===== src/rtl/data_bus_bridge.sv =====
// Multi-cycle bridge from the MEM stage's single-cycle RAM request to a valid/ready data bus.
// Stalls the pipeline until the access completes and holds load data for MEM/WB.
module data_bus_bridge #(
  parameter int unsigned TIMEOUT_CYCLES = 64
) (
  input  logic        clk,
  input  logic        rst,
  input  logic        ram_en,
  input  logic [3:0]  ram_write_en,
  input  logic [31:0] ram_addr,
  input  logic [31:0] ram_write_data,
  input  logic        stall_other,
  output logic        stall_req,
  output logic [31:0] ram_read_data,
  output logic        bus_err,
  output logic        bus_req_valid,
  input  logic        bus_req_ready,
  output logic [31:0] bus_addr,
  output logic        bus_write,
  output logic [3:0]  bus_wstrb,
  output logic [31:0] bus_wdata,
  input  logic        bus_resp_valid,
  input  logic [31:0] bus_rdata,
  output logic [1:0]  dbg_state_o
);

  // Handshake: a request transfers on a rising edge where bus_req_valid and
  // bus_req_ready are both 1; valid and fields stay stable until that edge.
  // bus_resp_valid is only honoured while waiting for the single outstanding access.

  typedef enum logic [1:0] {S_IDLE, S_REQ, S_WAIT, S_DONE} state_t;

  localparam logic [15:0] TO_LAST = 16'(TIMEOUT_CYCLES - 1);

  state_t      state_q, state_d;
  logic [31:0] addr_q, addr_d;
  logic [3:0]  strb_q, strb_d;
  logic [31:0] wdata_q, wdata_d;
  logic        write_q, write_d;
  logic [31:0] rdata_q, rdata_d;
  logic        err_q, err_d;
  logic [15:0] cnt_q, cnt_d;

  always_ff @(posedge clk) begin
    if (rst) begin
      state_q <= S_IDLE;
      addr_q  <= '0;
      strb_q  <= '0;
      wdata_q <= '0;
      write_q <= 1'b0;
      rdata_q <= '0;
      err_q   <= 1'b0;
      cnt_q   <= '0;
    end else begin
      state_q <= state_d;
      addr_q  <= addr_d;
      strb_q  <= strb_d;
      wdata_q <= wdata_d;
      write_q <= write_d;
      rdata_q <= rdata_d;
      err_q   <= err_d;
      cnt_q   <= cnt_d;
    end
  end

  always_comb begin
    state_d = state_q;
    addr_d  = addr_q;
    strb_d  = strb_q;
    wdata_d = wdata_q;
    write_d = write_q;
    rdata_d = rdata_q;
    err_d   = err_q;
    cnt_d   = cnt_q;
    case (state_q)
      S_IDLE: begin
        if (ram_en) begin
          state_d = S_REQ;
          addr_d  = ram_addr;
          strb_d  = ram_write_en;
          wdata_d = ram_write_data;
          write_d = (ram_write_en != 4'b0000);
        end
      end
      S_REQ: begin
        if (bus_req_ready) begin
          state_d = S_WAIT;
          cnt_d   = '0;
        end
      end
      S_WAIT: begin
        if (bus_resp_valid) begin
          if (!write_q) rdata_d = bus_rdata;
          state_d = S_DONE;
        end else if (cnt_q >= TO_LAST) begin
          // Abandoned access returns zero so WB never sees stale data.
          err_d   = 1'b1;
          rdata_d = '0;
          state_d = S_DONE;
        end else if (cnt_q != 16'hFFFF) begin
          cnt_d = cnt_q + 16'd1;
        end
      end
      S_DONE: begin
        if (!stall_other) begin
          state_d = S_IDLE;
          err_d   = 1'b0;
        end
      end
      default: state_d = S_IDLE;
    endcase
  end

  always_comb begin
    stall_req     = ((state_q == S_IDLE) && ram_en) || (state_q == S_REQ) || (state_q == S_WAIT);
    bus_req_valid = (state_q == S_REQ);
    bus_addr      = bus_req_valid ? addr_q  : 32'h0;
    bus_write     = bus_req_valid ? write_q : 1'b0;
    bus_wstrb     = bus_req_valid ? strb_q  : 4'h0;
    bus_wdata     = bus_req_valid ? wdata_q : 32'h0;
    bus_err       = (state_q == S_DONE) && err_q;
    ram_read_data = rdata_q;
    dbg_state_o   = state_q;
  end

endmodule


===== config.mk =====
export PLATFORM = sky130hd
export DESIGN_NAME = data_bus_bridge
export DESIGN_NICKNAME = d
export VERILOG_FILES = /design/src/rtl/data_bus_bridge.sv
export SDC_FILE = /design/constraint.sdc
export NUM_CORES = 1
export LEC_CHECK = 0
export BUFFER_PORTS_ARGS = -buffer_cell sky130_fd_sc_hd__buf_2
export CELL_PAD_IN_SITES_DETAIL_PLACEMENT = 1
export CELL_PAD_IN_SITES_GLOBAL_PLACEMENT = 1
export CORE_ASPECT_RATIO = 0.7
export CORE_MARGIN = 4
export CORE_UTILIZATION = 33
export DETAILED_ROUTE_END_ITERATION = 10
export PLACE_DENSITY = 0.85
export SYNTH_ARGS = -nofsm -noshare
export SYNTH_HDL_FRONTEND = slang
export SYNTH_SLANG_ARGS = --single-unit

===== constraint.sdc =====
create_clock -name clk -period 2.3 [get_ports clk]
set_clock_uncertainty 0.1 [all_clocks]
set_input_delay 0.23 -clock clk [delete_from_list [all_inputs] [get_ports clk]]
set_output_delay 0.23 -clock clk [all_outputs]
set_load 0.01 [all_outputs]

==> flow_summary_export.csv <==
group,metric,value,unit
placed_design,dp_hpwl,10700,um
grt,grtUsageTotal,23.2,%
floorplan,die_area,0.0162,mm2
grt,grt_pass1_wl,29300,um
synthesis,synthAdderAreaFrac,1.60,%
critical_path,worstPathMaxFanout,4,
timing,fin_crit,2150,ps
synthesis,synth.area.top_cells,"dfxtp_1, nand2_1, and2_1",
critical_path,crit_buf_inv,2,
floorplan,die_h,108,um
clocking,cts_made_buffers,17,
timing,setup_violations,0,
timing,maxSlewViolCount,0,
placed_design,dp.cells,920,
clocking,cts_num_sinks,120,
critical_path,path_class,"reg -> out",
route,drtIter0Drc,221,
grt,overflow,0,
critical_path,crit_arrival,1820,ps
synthesis,synthesis.area,0.00470,mm2
synthesis,syn_nets,659,
route,routed_via_density,4.83,
final_layout,syn_to_final_growth,61.2,%
placed_design,place.port_buffers,211,
final_layout,layout_common_cells,"buf_2, nand2_1, dfxtp_1",
clocking,clk_pin_slew,60,ps
status,status,"finished, final reports clean",
grt,grt_pass1_vias,5525,
power_and_ir_drop,p_leak,3.53,nW
synthesis,synth_top_area_cell,"dfxtp_1",
final_layout,drive_above_1_share,31.0,%
synthesis,synth_cells,547,
route,wl,18900,um
final_layout,finalNonFillerCells,1052,
clocking,clock_latency,400,ps
timing,hold_viol_final,0,
floorplan,ios,212,
timing,max_slew_margin,59.8,%
floorplan,coreArea,0.0139,mm2
clocking,ctsRootBufferMaster,"clkbuf_16",
synthesis,ys_seq_area_share,51.2,%
synthesis,synth_compound_area_share,16.3,%
critical_path,cp_top_family,"simple AND/OR/NAND/NOR gates",
critical_path,crit_cells,5,
min_path,hp-class,"in -> reg",
critical_path,end_kind,"output pin",
critical_path,reg2reg_depth,6,
synthesis,ys_warn_count,0,
floorplan,initial_utilization,33.7,%
timing,worstMarginPinSlew,603,ps
critical_path,cp_slowest_cell,"dfxtp_1",
critical_path,start_kind,"register",
synthesis,synth_top_family_by_area,"simple AND/OR/NAND/NOR gates",
clocking,cts.path.max_buffers,2,
critical_path,worstPathCellList,"inv_1, ha_1, and2_2, or3_1, buf_2",
final_layout,final_nets,959,
grt,grt_max_degree,41,
synthesis,yosysTopAreaCellShare,51.2,%
synthesis,yosys-mux-area-fraction,0.453,%
critical_path,required,1970,ps
floorplan,die_w,151,um
final_layout,mostFrequentLayoutCell,"buf_2",
route,first_pass_iters,4,
flow_run,maxCapViolations,0,
synthesis,ys_ff_latch,120,
timing,clock.fmax,0.465,GHz
route,avgRoutedWirePerCell,17.9,um
synthesis,yosys.area_share.xor_xnor,0.187,%
power_and_ir_drop,irDropWorstVdd,501,uV
synthesis,yosys.cell_types.count,36,
power_and_ir_drop,powerDensity,979,mW/mm2
timing,finalCritPeriodShare,93.4,%
grt,antenna_found_initial,2,
clocking,htree_num_levels,4,
route,detail-route-antenna-nets,0,
timing,rsz0062_at_grt,"false",
route,vias,5083,
floorplan,row_count,36,
critical_path,slowest_delay,380,ps
clocking,cts_tree,"built",
synthesis,synth_area_per_cell,8.58,um2
route,drc_errors,0,
timing,finalSetupTns,0,ps
placed_design,gp_congestion,0.754,
final_layout,fillers,1645,
synthesis,synth-simple-area-share,26.9,%
min_path,hold_depth,3,
registers in the layout (all words and copies together) (netlist names):
name	flops
addr_q	32
cnt_q	16
dbg_state_o	2
err_q	1
ram_read_data	32
strb_q	4
wdata_q	32
write_q	1
power breakdown:
| part | switching [mW] | internal (mW) |
|---|---|---|
| clock | 1.04 | 1.76 |
| sequential | 0.173 | 2.39 |
| combinational | 1.25 | 0.793 |
cell families (layout without fill, tap and decap cells):
group,count (synthesis),count (layout)
compound gates,120,120
xor+xnor,1,1
fa+ha+maj,6,6
buf+inv,41,354
flops,120,120
mux,2,2
other cells,0,2
simple gates,257,257
per-layer routing:
metal | share of wire [%] | track usage, % | vias to the layer above
li1 | - | - | 2419
met1 | 40 | 25.5 | 2446
met2 | 51 | 42.2 | 174
met3 | 5.6 | 6.10 | 44
met4 | 3.3 | 9.64 | 0
met5 | 0 | 0 | -
worst paths after layout:
| check | start | endpoint | slack [ps] |
|---|---|---|---|
| min reg2reg | strb_q[3]$_SDFFE_PP0P_ | strb_q[3]$_SDFFE_PP0P_ | 350 |
| max reg2reg | dbg_state_o[0]$_SDFFE_PP0P_ | cnt_q[4]$_SDFFE_PP0P_ | 370 |
| max | dbg_state_o[0]$_SDFFE_PP0P_ | stall_req | 150 |
| min | ram_write_data[29] | wdata_q[29]$_SDFFE_PP0P_ | 30 |
stage by stage:
step                cell area (um2)  hold WS, ps  total power [mW]  setup WS (ps)  util (%)
global placement               5950          338              4.38            388      42.8
finish                         7570         28.1              7.41            151      54.4
floorplan                      4700          263              3.72            393         -
detailed placement             5950          343              4.43            293      42.8
CTS                            7560         11.9              7.40           11.7      54.3
global route                   7570         32.1              7.83           48.1      54.4
worst reg2reg max path, delay by kind of cell (launching register included):
kind                       cells  cell delay (ps)
AOI/OAI and AO/OA              2              370
adders and majority gates      1              250
buffers and inverters          1              110
DFF                            1              380
and+or+nand+nor                2              660
layout make-up:
type	instances	area (um2)	area share [%]
inverters	2	7.51	0.0992
well taps	190	238	3.14
diodes	2	5.00	0.0661
clock buffers	18	439	5.80
clock inverters	14	186	2.46
multi-input cells	386	2150	28.5
repair buffers	320	2140	28.2
flip-flops and latches	120	2400	31.8
timing repair:
action / CTS / global route
setup endpoints to repair: 0 / 4
resized for setup: 0 / 3
hold buffers: 98 / 0
setup buffers: 0 / 0
hold endpoints to repair: 98 / 0
cell usage after synthesis:
cell type / n
nor4_2: 1
nor2_1: 8
a21oi_1: 75
a21boi_4: 1
ha_1: 6
mux2i_1: 1
nand2_1: 142
and3_4: 1
or4_1: 2
nand4_1: 1
inv_1: 2
nor3_1: 2
o211ai_1: 2
and3_1: 3
a221oi_1: 1
nand2b_1: 4
and2_1: 79
o41ai_1: 1
o21ai_0: 2
nor2b_1: 1
nor3b_1: 2
clkbuf_1: 31
or2_2: 1
o31ai_1: 4
nor3_2: 1
o211a_1: 1
or3_1: 3
nand3_1: 4
buf_1: 4
mux2_1: 1
nand3_2: 1
dfxtp_1: 120
xnor2_1: 1
nor4_4: 1
buf_2: 4
a22o_1: 33
(Power assumes the default switching activity.)
